<file path="config.mk">
export PLATFORM = sky130hd
export DESIGN_NAME = load_store_unit
export DESIGN_NICKNAME = d
export VERILOG_FILES = /design/src/rtl/load_store_unit_pkg.sv /design/src/rtl/load_store_unit_load_extend.sv /design/src/rtl/load_store_unit.sv
export SDC_FILE = /design/constraint.sdc
export NUM_CORES = 1
export LEC_CHECK = 0
export ABC_AREA = 1
export ABC_CLOCK_PERIOD_IN_PS = 1490
export CAP_MARGIN = 20
export CORE_UTILIZATION = 63
export CTS_CLUSTER_SIZE = 20
export DETAILED_ROUTE_END_ITERATION = 8
export DONT_BUFFER_PORTS = 1
export GPL_TIMING_DRIVEN = 0
export HOLD_SLACK_MARGIN = 0.1
export PLACE_DENSITY = 0.89
export SLEW_MARGIN = 20
export SYNTH_ARGS = -nofsm -noshare
export SYNTH_HDL_FRONTEND = slang
export SYNTH_SLANG_ARGS = --single-unit
</file>
<file path="constraint.sdc">
create_clock -name clk -period 1.49 [get_ports clk]
set_input_delay 0.149 -clock clk [delete_from_list [all_inputs] [get_ports clk]]
set_output_delay 0.149 -clock clk [all_outputs]
set_load 0.01 [all_outputs]
</file>
<file path="src/rtl/load_store_unit_pkg.sv">
// Shared encodings for the load/store unit: access-size codes, FSM states and
// the legality rule for a request.
package lsu_pkg;

  localparam logic [2:0] F3_B  = 3'b000;
  localparam logic [2:0] F3_H  = 3'b001;
  localparam logic [2:0] F3_W  = 3'b010;
  localparam logic [2:0] F3_BU = 3'b100;
  localparam logic [2:0] F3_HU = 3'b101;

  typedef enum logic [1:0] {
    IDLE = 2'd0,
    BUSY = 2'd1,
    DONE = 2'd2
  } lsu_state_t;

  // Halfwords need an even address, words a 4-byte aligned one.
  function automatic logic access_legal(input logic [2:0] f3, input logic [1:0] offset);
    case (f3)
      F3_B, F3_BU: return 1'b1;
      F3_H, F3_HU: return ~offset[0];
      F3_W:        return offset == 2'b00;
      default:     return 1'b0;
    endcase
  endfunction

endpackage

</file>
<file path="src/rtl/load_store_unit_load_extend.sv">
// Selects the addressed byte/halfword of a returned cache word and sign- or
// zero-extends it to the full register width.
module load_extend
  import lsu_pkg::*;
#(
  parameter int WIDTH = 32
) (
  input  logic [2:0]       funct3,
  input  logic [1:0]       offset,
  input  logic [WIDTH-1:0] word,
  output logic [WIDTH-1:0] result
);

  logic [7:0]  byte_sel;
  logic [15:0] half_sel;

  always_comb begin
    byte_sel = word[{offset, 3'b000} +: 8];
    half_sel = word[{offset[1], 4'b0000} +: 16];
    case (funct3)
      F3_B:    result = {{(WIDTH-8){byte_sel[7]}}, byte_sel};
      F3_BU:   result = {{(WIDTH-8){1'b0}}, byte_sel};
      F3_H:    result = {{(WIDTH-16){half_sel[15]}}, half_sel};
      F3_HU:   result = {{(WIDTH-16){1'b0}}, half_sel};
      default: result = word;
    endcase
  end

endmodule

</file>
<file path="src/rtl/load_store_unit.sv">
// Memory-stage load/store unit: turns pipeline load/store controls into one
// handshaked word access on the data cache and stalls until it completes.
module load_store_unit
  import lsu_pkg::*;
#(
  parameter int WIDTH = 32,
  parameter int BYTES = WIDTH / 8
) (
  input  logic             clk,
  input  logic             rst,
  input  logic             mem_read,
  input  logic             mem_write,
  input  logic [2:0]       funct3,
  input  logic [WIDTH-1:0] addr,
  input  logic [WIDTH-1:0] write_data,
  output logic             stall,
  output logic [WIDTH-1:0] read_data,
  output logic             access_error,
  output logic             cache_req,
  output logic             cache_we,
  output logic [WIDTH-1:0] cache_addr,
  output logic [WIDTH-1:0] cache_wdata,
  output logic [BYTES-1:0] cache_byte_en,
  input  logic [WIDTH-1:0] cache_rdata,
  input  logic             cache_ready
);

  lsu_state_t       state, state_next;
  logic             req_any, legal, new_req, load_done;
  logic [1:0]       offset_p1;
  logic [2:0]       funct3_p1;
  logic             store_p1;
  logic [WIDTH-1:0] load_result;

  function automatic logic [BYTES-1:0] store_byte_en(input logic [2:0] f3, input logic [1:0] offset);
    case (f3[1:0])
      2'b00:   return {{(BYTES-1){1'b0}}, 1'b1} << offset;
      2'b01:   return {{(BYTES-2){1'b0}}, 2'b11} << {offset[1], 1'b0};
      default: return '1;
    endcase
  endfunction

  function automatic logic [WIDTH-1:0] store_wdata(input logic [2:0] f3, input logic [WIDTH-1:0] data);
    case (f3[1:0])
      2'b00:   return {BYTES{data[7:0]}};
      2'b01:   return {(WIDTH/16){data[15:0]}};
      default: return data;
    endcase
  endfunction

  assign req_any   = mem_read | mem_write;
  assign legal     = access_legal(funct3, addr[1:0]);
  assign new_req   = (state == IDLE) & req_any & legal;
  assign load_done = (state == BUSY) & cache_ready & ~store_p1;

  always_ff @(posedge clk) begin
    if (rst) state <= IDLE;
    else     state <= state_next;
  end

  always_comb begin
    state_next   = state;
    stall        = 1'b0;
    access_error = 1'b0;
    cache_req    = 1'b0;
    cache_we     = 1'b0;
    case (state)
      IDLE: begin
        if (new_req) begin
          stall      = 1'b1;
          state_next = BUSY;
        end else if (req_any) begin
          access_error = 1'b1;
        end
      end
      BUSY: begin
        stall     = 1'b1;
        cache_req = 1'b1;
        cache_we  = store_p1;
        if (cache_ready) state_next = DONE;
      end
      DONE:    state_next = IDLE;
      default: state_next = IDLE;
    endcase
  end

  // p1: request fields captured when the access is accepted in IDLE
  always_ff @(posedge clk) begin
    if (rst) begin
      offset_p1     <= '0;
      funct3_p1     <= '0;
      store_p1      <= 1'b0;
      cache_addr    <= '0;
      cache_wdata   <= '0;
      cache_byte_en <= '0;
    end else if (new_req) begin
      offset_p1     <= addr[1:0];
      funct3_p1     <= funct3;
      store_p1      <= mem_write & ~mem_read;
      cache_addr    <= {addr[WIDTH-1:2], 2'b00};
      cache_wdata   <= store_wdata(funct3, write_data);
      cache_byte_en <= (mem_write & ~mem_read) ? store_byte_en(funct3, addr[1:0]) : '0;
    end
  end

  load_extend #(.WIDTH(WIDTH)) u_load_extend (
    .funct3 (funct3_p1),
    .offset (offset_p1),
    .word   (cache_rdata),
    .result (load_result)
  );

  // p2: extended load result, held until the next load completes
  always_ff @(posedge clk) begin
    if (rst)            read_data <= '0;
    else if (load_done) read_data <= load_result;
  end

endmodule

</file>
## Word-level counts from Yosys, hierarchy flattened

Index checks and enable logic that the tools add are counted.
Widths: inputs -> output; s select.

| storage, ports and cells | value |
|---|---|
| output and inout bits | 104 |
| input bits | 104 |
| register bits | 106 |
| logic and storage cells | 55 |

| cells by class | value |
|---|---|
| muxes and demuxes | 15 |
| equal/unequal tests | 11 |
| shifts and indexed selects | 4 |
| reduce and logical (&&, ||, !) cells | 8 |
| bitwise gates (word level) | 9 |

Operators by type and width:

| cell | count |
|---|---|
| $pmux 32 s4 | 1 |
| $pmux 32 s2 | 1 |
| $shiftx 32x6->16 | 1 |
| $shiftx 32x6->8 | 1 |
| $eq 3x3->1 const B | 4 |
| $pmux 4 s2 | 1 |
| $eq 3x1->1 const B | 2 |
| $logic_not 2->1 | 3 |
| $logic_not 3->1 | 2 |
| $mux 1 | 6 |
| $and 1x1->1 | 5 |
| $eq 2x1->1 const B | 2 |
| $mux 2 | 2 |
| $mux 4 | 1 |
| $ne 2x2->1 const B | 2 |
| $pmux 2 s2 | 1 |
| $reduce_or 2->1 | 2 |
| $shl 1x2->4 const A | 1 |
| $shl 2x2->4 const A | 1 |
| $eq 3x2->1 const B | 1 |
| $not 1->1 | 3 |
| $pmux 1 s3 | 1 |
| $pmux 1 s2 | 1 |
| $reduce_and 2->1 | 1 |
| $or 1x1->1 | 1 |

## Longest topological paths before layout

| logic depth | value |
|---|---|
| word-level depth | 6 |
| depth in mapped cells | 10 |
| gate-level depth less buffers | 8 |

## Modules after synthesis

From an unflattened synthesis, not the netlist that was laid out.

| second synthesis, totals | value |
|---|---|
| cell total of the unflattened synthesis | 747 |
| area total of the unflattened synthesis | 5022.3 um^2 |

Modules (own cells, without submodules):

| module | area an instance (um^2) | times used | seq. area each (um^2) | cells each |
|---|---|---|---|---|
| load_store_unit | 4150.2 | 1 | 2122.0 | 578 |
| load_extend | 872.1 | 1 | 0.0 | 169 |

## Worst setup path after synthesis

No wires, ideal clock.

| timing path | value |
|---|---|
| kind | reg-to-reg |
| from | register state[0] |
| to | register read_data[24] |
| library setup time | 0.113 ns |
| cell stages (with the launch flop) | 10 |
| path slack | 0.216 ns |
| clock period less this slack | 1.274 ns |
| data arrival time | 1.161 ns |
| buffers on the path | 2 |
| data required time | 1.377 ns |
| cells stage by stage | dfxtp_1 > inv_2 > nor2_4 > nand2_1 > nor2_2 > buf_4 > buf_6 > nand2_1 > o21ai_1 > inv_1 |

| between the ends | value |
|---|---|
| cells in the longest elaborated chain, start to end | 3 |

RTL lines:

| what | line | source |
|---|---|---|
| start, declared | load_store_unit.sv:28 | `lsu_state_t state, state_next;` |
| start signal, assigned | load_store_unit.sv:58 | `else state <= state_next;` |
| $eq 2x1->1 | load_store_unit.sv:54 | `assign load_done = (state == BUSY) & cache_ready & ~store_p1;` |
| $and 1x1->1 (2 in series) | load_store_unit.sv:54 |  |
| end signal, assigned | load_store_unit.sv:116 | `else if (load_done) read_data <= load_result;` |
| end, declared | load_store_unit.sv:17 | `output logic [WIDTH-1:0] read_data,` |

No other way between the ends.
A chain may end at the register's enable or synchronous reset.

## Worst setup path in the final report

| timing path | value |
|---|---|
| from | register state[0] |
| to | register cache_byte_en[3] |

| between the ends | value |
|---|---|
| cells in the longest elaborated chain, start to end | 3 |

RTL lines:

| what | line | source |
|---|---|---|
| $logic_not 2->1 | load_store_unit.sv:53 | `assign new_req = (state == IDLE) & req_any & legal;` |
| $and 1x1->1 (2 in series) | load_store_unit.sv:53 |  |
| end signal, assigned | load_store_unit.sv:102 | `cache_byte_en <= (mem_write & ~mem_read) ? store_byte_en(funct3, addr[1:0]) : '0;` |
| end, declared | load_store_unit.sv:23 | `output logic [BYTES-1:0] cache_byte_en,` |

No other way between the ends.

==> impl_results.md <==
- Status: finished, violations left
- Failing checks: negative setup slack
- Switching part of the total: 33.8%
- RSZ-0062 raised after global routing: true
- Synth cell types: 27
- Hold path depth: 4
- Worst R2R Path Depth: 9
- Clk buf depth: 2
- Max_cap viols: 0
- Slew Limit Fails: 0
- # diodes: 0
- Htree depth: 3
- Worst vdd ir: 624 uV
- Post-Syn Area per Cell: 6.63 sq um
- Hold endpoint: cache_wdata[11]
- Starting Density: 66.6%
- Worst R2R Start: state[0]
- Fill cells: 431
- Power Density: 1010 nW/um^2
- Reg clk slew, reported paths: 120 ps
- Part of the power in combinational logic: 22.5%
- Initial DRC count: 550
- Number of global-route vias before repair: 5559
- Setup-failing EPs final: 55
- First-pass GRT wire length: 27100 um
- Clock root buffer: clkbuf_8
- Top layer in use: met4
- Req. time, crit path: 1800 ps
- IO Count: 208
- Post-synth top cells: nand2_1, nor2_1, dfxtp_1
- Rel. slew slack: 63.5%
- Worst hold path type: input pin to flop
- Antenna violations before repair: 0
- Row Count: 31
- Post-DR wirelength/cell: 19.4 um
- Leakage: 2.85 nW
- CTS tree: built
- Clock share of power: 26.6%
- Synth area leaders: dfxtp_1, nand2_1, nor2_1
- Worst hold margin: 89.0 ps
- # nets final: 964
- Most frequent cell after synthesis: nand2_1
- R2R Path End: cache_byte_en[3]
- Vias per std cell: 6.04
- Clk_lat worst skew: 370 ps
- Yosys top cell area share: 43.0%
- Post-synth EDFFs: 0
- Share of cells above drive strength 1: 11.0%
- Num CTS Buffers: 9
- Slowest cell on the critical path: dfxtp_2
- Register area share after synthesis: 43.0%
- Net switching power: 0.00219 W
- Ys flop type: dfxtp_1
- GRT Total Usage: 41.8%
- Core area: 7410 sq um
- Final setup margin: -91.1 ps
- PortBufs: 0
- Metal2 WL: 8960 um
- Critical-path cell list: inv_2, nand2_1, a21oi_2, nand2_4, buf_4, inv_8, buf_6, nand3_1, a21oi_1
- Met3 wire len: 1990 um
- Fin Setup TNS: -1490 ps
- Largest net degree at the start of global routing: 20
- CP startpoint kind: flop
- Area grow syn2layout: 30.1%
- Worst-Margin Slew: 547 ps
- Die Wd: 90.5 um
- FF-to-FF setup slack: -90 ps
- Synthesis Warnings: 0
- Die area: 8190 sq um
- Post-layout util: 86.6%
- Tcrit/Tclk final: 106%
- Metal-1 WL: 6480 um
- Reg power frac: 50.9%
- Pre-CTS WS: -73.8 ps
- Type of the worst setup path: flop to flop
- Gate Count Post-Synth: 744
- Number of synthesized register bits: 106
- Final Hold Viols: 0
- Remaining Overflow, GRT: 0
- Clk_skew: 10.2 ps
- Critical Path AT: 1890 ps
- Hold wc startpoint: write_data[3]
- Cell-internal power: 0.00429 W
- Ys async rst share: 0%
- CTS Sinks: 106
- Die height: 90.5 um
- RePlAce Congestion: 0.906
- F_max: 0.632 GHz
- TritonRoute pass-1 iters: 8
- Synthesized area: 4930 sq um
- Crit path max fanout: 10
- Minimum clock period: 1580 ps
- DR DRC count: 0
- Max incr delay on CP: 340 ps
- Critical Path End Type: flop
- Post-detail-place hpwl: 10500 um
- Detail Route Antenna Nets: 0
- Routed wire length: 18700 um
- Yosys top cell by area: dfxtp_1
- Vias: 5820
==> area by class of cell <==
cell class	instances	area [sq um]	area share, %
Buffer	44	314	4.89
Multi-Input combinational cell	543	2420	37.7
Inverter	51	199	3.10
Clock buffer	10	128	1.99
Clock inverter	6	58.8	0.916
Tap cell	99	124	1.93
Timing Repair Buffer	105	1050	16.3
Sequential cell	106	2130	33.2
==> cells by family (layout without fill, tap and decap cells) <==
logic type,Yosys count,after routing,share of synthesized area [%]
AND/OR/NAND/NOR,400,400,33.3
AO/OA/AOI/OAI,141,141,14.5
flip-flops,106,106,43.0
buffers and inverters,96,216,9.16
other,1,2,0.0760
==> worst max-delay path, delay by kind of cell, from the launching register on <==
kind                   cells  cell delay (ps)
AO/OA/AOI/OAI              2              370
buffers and inverters      4              510
flip-flops                 1              340
AND/OR/NAND/NOR            3              290
==> routing by layer <==
metal,up-vias,track usage [%]
met5,-,0
met4,0,26.1
met3,136,11.3
met2,477,72.7
met1,2634,44.7
li1,2573,-
==> worst max-delay path by stage <==
stage          slack, ps  cells after the start                to      from
2_1_floorplan        220                      9     read_data[24]  state[0]
3_3_place_gp         -60                      8     read_data[23]  state[0]
3_5_place_dp         -70                      8     read_data[23]  state[0]
4_1_cts               -3                      9     read_data[26]  state[0]
5_1_grt             -110                      9      funct3_p1[1]  state[0]
6_report             -90                      9  cache_byte_en[3]  state[0]
==> metrics by stage <==
step                      instances  area [sq um]  power, W
after floorplan                 745          4940   0.00408
after global placement          844          5060   0.00428
after detailed placement        844          5060   0.00433
after CTS                       954          6200   0.00620
after global routing            964          6420   0.00666
final                           964          6420   0.00648
==> layout by cell type, fill, tap and decap left out, types with 5 or more instances in the layout <==
master | Yosys | routed
a21oi_1 | 52 | 50
nor2_4 | 3 | 5
inv_1 | 43 | 43
nor2_1 | 150 | 145
o21ai_0 | 57 | 36
nand2_1 | 198 | 196
dfxtp_1 | 106 | 101
dlygate4sd3_1 | 0 | 91
nand3b_1 | 5 | 5
o21ai_1 | 29 | 46
nor2_2 | 3 | 6
nand4_1 | 6 | 6
buf_4 | 4 | 16
clkbuf_1 | 18 | 15
buf_6 | 8 | 13
dfxtp_2 | 0 | 5
clkbuf_8 | 0 | 9
nand3_1 | 26 | 26
inv_2 | 7 | 7
buf_2 | 12 | 7
==> sequential cells by signal, summed over array words and instances (netlist names) <==
register       cells
cache_addr        30
cache_byte_en      4
cache_wdata       32
funct3_p1          3
offset_p1          2
read_data         32
state              2
store_p1           1
==> power groups by stage <==
stage	sequential (W)	combinational [W]	clock [W]
floorplan	0.00330	0.000783	0
global placement	0.00334	0.000946	0
detailed placement	0.00334	0.000983	0
CTS	0.00328	0.00121	0.00170
global route	0.00331	0.00156	0.00179
finish	0.00330	0.00146	0.00173
==> timing repair <==
item | 4_1_cts | 5_1_grt
endpoints found under the setup margin | 13 | 97
gates cloned | 0 | 1
hold endpoints to repair | 93 | 0
gates resized for setup | 7 | 80
setup buffers | 2 | 9
hold buffers | 93 | 0
pin swaps | 1 | 8
(Power assumes the default switching activity.)
